==> src/rtl/cache_refill_ctrl.sv <==
// Cache refill controller: on a CPU miss, fetches one or two words from memory
// (a misaligned access can straddle two words) and writes them into the cache.
package package_project_typedefs;
  typedef enum logic [1:0] {
    CACHE_NO_RD   = 2'd0,
    CACHE_RD_WORD = 2'd1,
    CACHE_RD_HALF = 2'd2,
    CACHE_RD_BYTE = 2'd3
  } CacheRdControl;

  typedef enum logic [1:0] {
    CACHE_NO_WR = 2'd0,
    CACHE_W_WR  = 2'd1,
    CACHE_H_WR  = 2'd2,
    CACHE_B_WR  = 2'd3
  } CacheWrControl;
endpackage

module cache_refill_ctrl
  import package_project_typedefs::*;
(
  input  logic          clk,
  input  logic          reset,
  input  logic [31:0]   addr_in,
  input  logic [3:0]    cache_miss,
  output logic          cache_stall,
  output CacheRdControl cache_rd_type,
  output CacheWrControl cache_wr_en,
  output logic [31:0]   cache_addr,
  output logic [31:0]   cache_wr_data,
  output logic          cpu_stall,
  output logic          mem_rd_req,
  output logic [31:0]   mem_addr,
  input  logic          mem_rd_valid,
  input  logic [31:0]   mem_rd_data,
  output logic [15:0]   refill_count
);

  typedef enum logic [2:0] {
    IDLE    = 3'd0,
    FETCH_A = 3'd1,
    FILL_A  = 3'd2,
    FETCH_B = 3'd3,
    FILL_B  = 3'd4
  } state_e;

  state_e      state_q, state_d;
  logic [31:0] base_q, base_d;
  logic        need_b_q, need_b_d;
  logic [31:0] data_q, data_d;
  logic [15:0] count_q, count_d;

  logic        need_a, need_b;
  logic [1:0]  off;
  logic [31:0] addr_b;

  // Byte i of the access lands in word A while off+i < 4, otherwise in word B.
  always_comb begin
    need_a = 1'b0;
    need_b = 1'b0;
    off    = addr_in[1:0];
    for (int unsigned i = 0; i < 4; i++) begin
      if (cache_miss[i]) begin
        if ((32'(off) + i) < 32'd4) need_a = 1'b1;
        else                        need_b = 1'b1;
      end
    end
  end

  assign addr_b = base_q + 32'd4;

  always_comb begin
    state_d       = state_q;
    base_d        = base_q;
    need_b_d      = need_b_q;
    data_d        = data_q;
    count_d       = count_q;
    cache_rd_type = CACHE_NO_RD;
    cache_wr_en   = CACHE_NO_WR;
    cache_addr    = '0;
    cache_wr_data = '0;
    mem_rd_req    = 1'b0;
    mem_addr      = '0;

    case (state_q)
      IDLE: begin
        if (need_a || need_b) begin
          base_d   = {addr_in[31:2], 2'b00};
          need_b_d = need_b;
          state_d  = need_a ? FETCH_A : FETCH_B;
        end
      end
      FETCH_A: begin
        mem_rd_req = 1'b1;
        mem_addr   = base_q;
        if (mem_rd_valid) begin
          data_d  = mem_rd_data;
          state_d = FILL_A;
        end
      end
      FILL_A: begin
        cache_wr_en   = CACHE_W_WR;
        cache_addr    = base_q;
        cache_wr_data = data_q;
        if (count_q != 16'hFFFF) count_d = count_q + 16'd1;
        state_d = need_b_q ? FETCH_B : IDLE;
      end
      FETCH_B: begin
        mem_rd_req = 1'b1;
        mem_addr   = addr_b;
        if (mem_rd_valid) begin
          data_d  = mem_rd_data;
          state_d = FILL_B;
        end
      end
      FILL_B: begin
        cache_wr_en   = CACHE_W_WR;
        cache_addr    = addr_b;
        cache_wr_data = data_q;
        if (count_q != 16'hFFFF) count_d = count_q + 16'd1;
        state_d = IDLE;
      end
      default: state_d = IDLE;
    endcase
  end

  always_ff @(posedge clk) begin
    if (reset) begin
      state_q  <= IDLE;
      base_q   <= '0;
      need_b_q <= 1'b0;
      data_q   <= '0;
      count_q  <= '0;
    end else begin
      state_q  <= state_d;
      base_q   <= base_d;
      need_b_q <= need_b_d;
      data_q   <= data_d;
      count_q  <= count_d;
    end
  end

  assign cache_stall  = (state_q != IDLE);
  assign cpu_stall    = cache_stall | ((state_q == IDLE) & (|cache_miss));
  assign refill_count = count_q;

endmodule

==> config.mk <==
export PLATFORM = sky130hd
export DESIGN_NAME = cache_refill_ctrl
export DESIGN_NICKNAME = d
export VERILOG_FILES = /design/src/rtl/cache_refill_ctrl.sv
export SDC_FILE = /design/constraint.sdc
export NUM_CORES = 1
export LEC_CHECK = 0
export BUFFER_PORTS_ARGS = -buffer_cell sky130_fd_sc_hd__buf_2
export CAP_MARGIN = 20
export CORE_MARGIN = 5
export CORE_UTILIZATION = 51
export CTS_BUF_LIST = sky130_fd_sc_hd__clkbuf_16
export DETAILED_ROUTE_END_ITERATION = 6
export PLACE_DENSITY = 0.9
export SYNTH_ARGS = -nofsm -noshare
export SYNTH_HDL_FRONTEND = slang
export SYNTH_SLANG_ARGS = --single-unit
==> constraint.sdc <==
create_clock -name clk -period 2.9 [get_ports clk]
set_clock_uncertainty 0.1 [all_clocks]
set_input_delay 0.58 -clock clk [delete_from_list [all_inputs] [get_ports clk]]
set_output_delay 0.58 -clock clk [all_outputs]
set_load 0.1 [all_outputs]
# Yosys cells after proc, flatten, opt, wreduce, memory -nomap -nowiden

Index checks and enable logic that the tools add are counted.

Flip-flop bits (word level): 82
Input bits: 71
Output and inout bits: 119
Word-level logic and storage cells: 61

Add/sub/neg operators: 5
$lt $le $gt $ge: 4
Eq/ne operators: 8
Multiplexer cells: 27
Bitwise gates (word level): 2
Reductions and logical operators: 10

Operators with widths:

| operator                                            | count |
|---|---|
| case mux 32 bit (2 select lines)                    | 2 |
| adder 32 x 3 -> 32 bit, second input constant       | 1 |
| 2-to-1 mux 32 bit                                   | 1 |
| 2-to-1 mux 1 bit                                    | 18 |
| adder 16 x 1 -> 16 bit, second input constant       | 1 |
| != test 16 bit, second input constant               | 1 |
| case mux 3 bit (4 select lines)                     | 1 |
| < comparator 3 bit, second input constant           | 3 |
| 2-to-1 mux 3 bit                                    | 3 |
| adder 2 x 2 -> 3 bit, second input constant         | 2 |
| equality test 3 x 2 -> 1 bit, second input constant | 2 |
| != test 2 bit, second input constant                | 3 |
| AND reduction 2 bit                                 | 3 |
| 2-to-1 mux 2 bit                                    | 2 |
| OR reduction 2 bit                                  | 2 |
| OR reduction 4 bit                                  | 1 |
| adder 2 x 1 -> 3 bit, second input constant         | 1 |
| equality test 3 x 1 -> 1 bit, second input constant | 1 |
| equality test 3 bit, second input constant          | 1 |
| logical NOT 3 bit                                   | 1 |
| < comparator 2 x 3 -> 1 bit, second input constant  | 1 |
| AND reduction 3 bit                                 | 1 |
| nonzero test 3 bit                                  | 1 |
| AND 1 bit                                           | 1 |
| 2 further kinds                                     | 2 |

# Logic depth before layout (Yosys ltp)

Depth after elaboration: 12
Mapped depth: 7

# Least setup slack after synthesis

No wires, ideal clock.

Kind: reg2out
Start point: register base_q[3]
End point: output port cache_addr[26]
Arrival: 4,328 ps
Data required time: 2,220 ps
Path slack: -2,108 ps
Cell stages (with the launch flop): 6
Path buffers: 1
Cells stage by stage: dfxtp_1 > ha_1 > and3_1 > nand4_1 > clkbuf_1 > o41ai_1

Longest elaborated chain between the ends: 2

RTL lines:

| item                             | RTL line | text |
|---|---|---|
| start: declaration               | 48       | `logic [31:0] base_q, base_d;` |
| start signal: assignment         | 136      | `base_q <= base_d;` |
| adder 32 x 3 -> 32 bit           | 70       | `assign addr_b = base_q + 32'd4;` |
| case mux 32 bit (2 select lines) | 85       | `case (state_q)` |
| end: declaration                 | 29       | `output logic [31:0] cache_addr,` |

No other way between the ends.

# Worst setup path in the final report

Start point: register base_q[2]
End point: output port mem_addr[14]

Longest elaborated chain between the ends: 2

RTL lines:

| item                             | RTL line | text |
|---|---|---|
| adder 32 x 3 -> 32 bit           | 70       |  |
| case mux 32 bit (2 select lines) | 85       |  |
| end: declaration                 | 33       | `output logic [31:0] mem_addr,` |

No other way between the ends.

==> summary.log <==
qor: timing.max_clock_freq 0.325 GHz
qor: yosys.yosysTopAreaCell dfxtp_1
qor: pwr.power 4.20 mW
qor: cells_and_area.layout_area_growth_over_synthesis 62.2%
qor: cells_and_area.final_core_util 0.845
qor: cells_and_area.share_of_final_layout_standard_cells_stronger_than_drive_strength_1 0.402
qor: place.numPortBuffers 182
qor: run_status.failed_checks design-rule violations, negative setup slack
qor: cts.clock_path_buffers 2
qor: yosys.syn_area_cell 7.15 sq um
qor: yosys.yosysMostFrequentCell nand2_1
qor: global_route.grt.met3_usage 0.106
qor: floorplan.design.core.area 10,300 sq um
qor: timing.tightestPinTransition 803 ps
qor: worst_setup_path.timing.critical_path.slowest_cell_delay 660 ps
qor: worst_hold_path.worstHoldEndpoint data_q[4]
qor: worst_setup_path.cp_top_family simple AND/OR/NAND/NOR gates
qor: place.dp_hpwl 14.2 mm
qor: global_route.initial_antenna_violation_count 3
qor: yosys.ys_warn_count 0
qor: cells_and_area.finalNonFillerCells 1,068
qor: pwr.pwr-share-seq 0.318
qor: yosys.synth-compound-area-share 0.206
qor: pwr.power.clock.fraction 0.275
qor: worst_hold_path.min-delay-start data_q[4]
qor: global_route.grt_busiest_layer met2
qor: detailed_routing.drt-pass1-iter-count 7
qor: pwr.cellPowerDensity 484 nW/um^2
qor: yosys.post_synth_xor_area_fraction 0.0262
qor: timing.min_period_over_period 1.06
qor: timing.finalCriticalPeriod 3080 ps
qor: worst_setup_path.critPathKind flop to output pin
qor: worst_setup_path.r2r_end refill_count[14]
qor: detailed_routing.initialDrtViolationCount 779
qor: floorplan.fp.dieArea 12,600 sq um
qor: floorplan.placementRows 37
qor: cts.cts-htree-levels 3
qor: place.finalWeightedCongestion 0.933
qor: flow_run.maxcap_violations 0
qor: pwr.comb_power_share 0.406
qor: yosys.post_synth_most_frequent_cells nand2_1 (159), a21oi_1 (90), dfxtp_1 (82)
qor: cts.cts_made_buffers 9
qor: cells_and_area.final_nets 999
qor: yosys.netlist.area_leader.share 0.307
qor: cells_and_area.layout.cell_area.non_filler 8680 sq um
qor: worst_setup_path.r2r_start state_q[1]
qor: global_route.grt_start_max_net_pins 43
qor: worst_setup_path.critical_path_buffer_and_inverter_count 2
qor: worst_setup_path.start_kind flop
qor: place.standard_cell_area_after_detailed_placement 8010 sq um
qor: worst_hold_path.min_delay_path_depth 2
qor: global_route.gr-usage-met2 0.535
qor: worst_setup_path.critical_path_arrival 2400 ps
qor: cts.tritoncts_num_sinks 82
qor: yosys.synth_top_cells_by_area dfxtp_1 (31%), nand2_1 (11%), a21oi_1 (8.4%)
qor: pwr.p_leak 3.40 nW
qor: cts.clock_pin_slew_reported_for_the_worst_setup_and_hold_paths_after_clock_tree_synthesis 60 ps
qor: floorplan.initial_utilization 0.521
qor: cts.clk-insertion-delay-late 320 ps
qor: worst_setup_path.worst-endpoint-required 2220 ps
qor: pwr.p_sw 1.79 mW
qor: worst_hold_path.hp-class flop to flop
qor: worst_setup_path.critPathSlowestCell nor4_1
qor: timing.setup_viol 9
qor: pwr.cell_internal_power_dissipation 2.41 mW
qor: yosys.post_synth_arst_share 0
qor: yosys.seq_area_frac_synth 0.307
qor: place.post-place-ws 88.7 ps
qor: pwr.p_sw_frac 0.427
qor: timing.slew-limit-headroom 0.465
qor: worst_setup_path.crit_fanout 6
qor: global_route.grt_use_total 0.313
qor: floorplan.pin_count 190
qor: worst_setup_path.list_of_cells_traversed_by_the_critical_path ha_4 > buf_4 > nand3_2 > nor4_1 > xnor2_1 > nor2_2 > buf_12
qor: global_route.vias_in_the_first_global_route 6,601
qor: detailed_routing.avgRoutedWirePerCell 21.9 microns
qor: global_route.grt_util_met1 0.349
qor: yosys.largest_family_of_logic_cells_by_synthesized_area simple AND/OR/NAND/NOR gates
qor: cells_and_area.fillers 539
qor: floorplan.die_h 112 microns
qor: yosys.postSynth.topFlopCell dfxtp_1
qor: cts.tritoncts_clock_tree yes
qor: timing.fin_ws -180 ps
qor: detailed_routing.vias_post_dr 7,007
qor: detailed_routing.final_wl 23.3 mm
qor: place.dpl.cell_count 1,041
qor: global_route.grt_overflow 0
qor: detailed_routing.final_antenna_net_count 0
qor: yosys.synthesis.area 5350 sq um
qor: timing.hold_slack 354 ps
qor: yosys.number_of_synthesized_flops_with_an_enable_pin 0
qor: worst_setup_path.r2r_cells 6
qor: timing.report.final.slew_viol_count 0
qor: yosys.yosys.area_share.adder 0.00468
qor: worst_setup_path.reg2reg_slack 660 ps
qor: timing.report.final.hold_viol_count 0
qor: timing.final.setup.tns -522 ps
qor: yosys.synth.mux.area_fraction 0.0159
qor: pwr.worst_voltage_drop_across_the_vdd_grid 0.391 mV
qor: cts.ctsRootBufferMaster clkbuf_16
qor: yosys.postSynthRegisterBits 82
qor: detailed_routing.route.detailed.drc 8
qor: yosys.netlist-cell-type-count 64
qor: worst_setup_path.endpoint_kind output pin
qor: timing.grt_setup_unrepaired yes
qor: global_route.grt_pass1_wl 33.1 mm
qor: floorplan.x_dimension_of_the_die 112 microns
qor: yosys.synth_cells 749
qor: yosys.simple_gate_share_of_the_synthesized_area 0.352
qor: detailed_routing.drt-vias-per-instance 6.56
qor: run_status.run_status complete, but fails checks
state kept, by name, indices dropped and copies added (netlist names):
| name | cells |
|---|---|
| data_q | 32 |
| need_b_q | 1 |
| base_q | 30 |
| refill_count | 16 |
| state_q | 3 |
worst max path at each step:
stage          depth (start not counted)             end       start
6_report                               7    mem_addr[14]   base_q[2]
2_1_floorplan                          6   cache_addr[4]  state_q[1]
3_3_place_gp                           7  cache_addr[26]   base_q[2]
3_5_place_dp                           7  cache_addr[26]   base_q[2]
5_1_grt                                7    mem_addr[15]   base_q[9]
4_1_cts                                6  cache_addr[16]   base_q[4]
what timing repair did:
action	CTS	global route
gates cloned	0	2
hold buffers	0	0
endpoints found under the setup margin	31	60
hold endpoints to repair	0	0
pin swaps	1	12
buffers inserted	3	5
gates resized for setup	45	38
metal layers:
layer / part of all wire / up-vias / wire length [microns]
met1: 0.33 / 3173 / 7680
met3: 0.14 / 199 / 3170
met4: 0.065 / 4 / 1520
li1: - / 3012 / -
met5: 0.00090 / - / 21
met2: 0.47 / 619 / 11000
cells by family (layout without fill, tap and decap cells):
group,Yosys count,count (layout)
adder cells (fa/ha/maj),2,2
XOR/XNOR,16,16
flip-flops,82,82
multiplexers,8,8
AND/OR/NAND/NOR,367,367
AO/OA/AOI/OAI,186,186
buffers and inverters,87,263
other,1,8
power groups by stage:
stage / combinational (mW) / sequential (mW) / clock, mW
after floorplan: 1.14 / 1.31 / 0
after global placement: 1.57 / 1.33 / 0
after detailed placement: 1.61 / 1.34 / 0
after CTS: 1.63 / 1.32 / 1.16
after global routing: 1.77 / 1.35 / 1.21
final: 1.71 / 1.34 / 1.16
worst register-to-register path: stages, from the launching register on:
cell	delay, ps
dfxtp_1	350
buf_4	170
nor3b_4	250
buf_6	310
o21ai_0	270
nor4_1	320
mux2_2	370
final cells by class:
| type | count | area, sq um | area share |
|---|---|---|---|
| Multi-Input combinational cell | 586 | 3880 | 0.447 |
| Clock inverter | 7 | 76.3 | 0.00879 |
| Antenna cell | 1 | 2.50 | 0.000288 |
| Timing Repair Buffer | 237 | 2610 | 0.300 |
| Sequential cell | 82 | 1680 | 0.194 |
| Clock buffer | 9 | 225 | 0.0259 |
| Tap cell | 136 | 170 | 0.0196 |
| Inverter | 10 | 37.5 | 0.00432 |
layout by cell type (no fill, tap or decap), types with 5 or more instances in the layout:
cell type    n
nand2_1    159
buf_2       97
buf_12      83
a21oi_1     78
dfxtp_1     65
buf_4       48
and2_1      29
o21ai_0     24
nand4_1     23
nand3_1     20
nor2_1      17
o31ai_1     15
nor2_2      12
a21oi_4     12
xor2_1      12
or4_4       11
or4_1       11
nor3_1      10
o21ai_2      9
nor4_1       9
and2_2       9
dfxtp_2      9
clkbuf_16    9
inv_1        8
a31oi_1      8
dfxtp_4      8
conb_1       7
o211ai_1     6
and3_1       6
buf_6        6
nand3_2      5
and4_1       5
a31oi_4      5
nor2b_1      5
No activity file was read; power rests on OpenSTA's default activity.
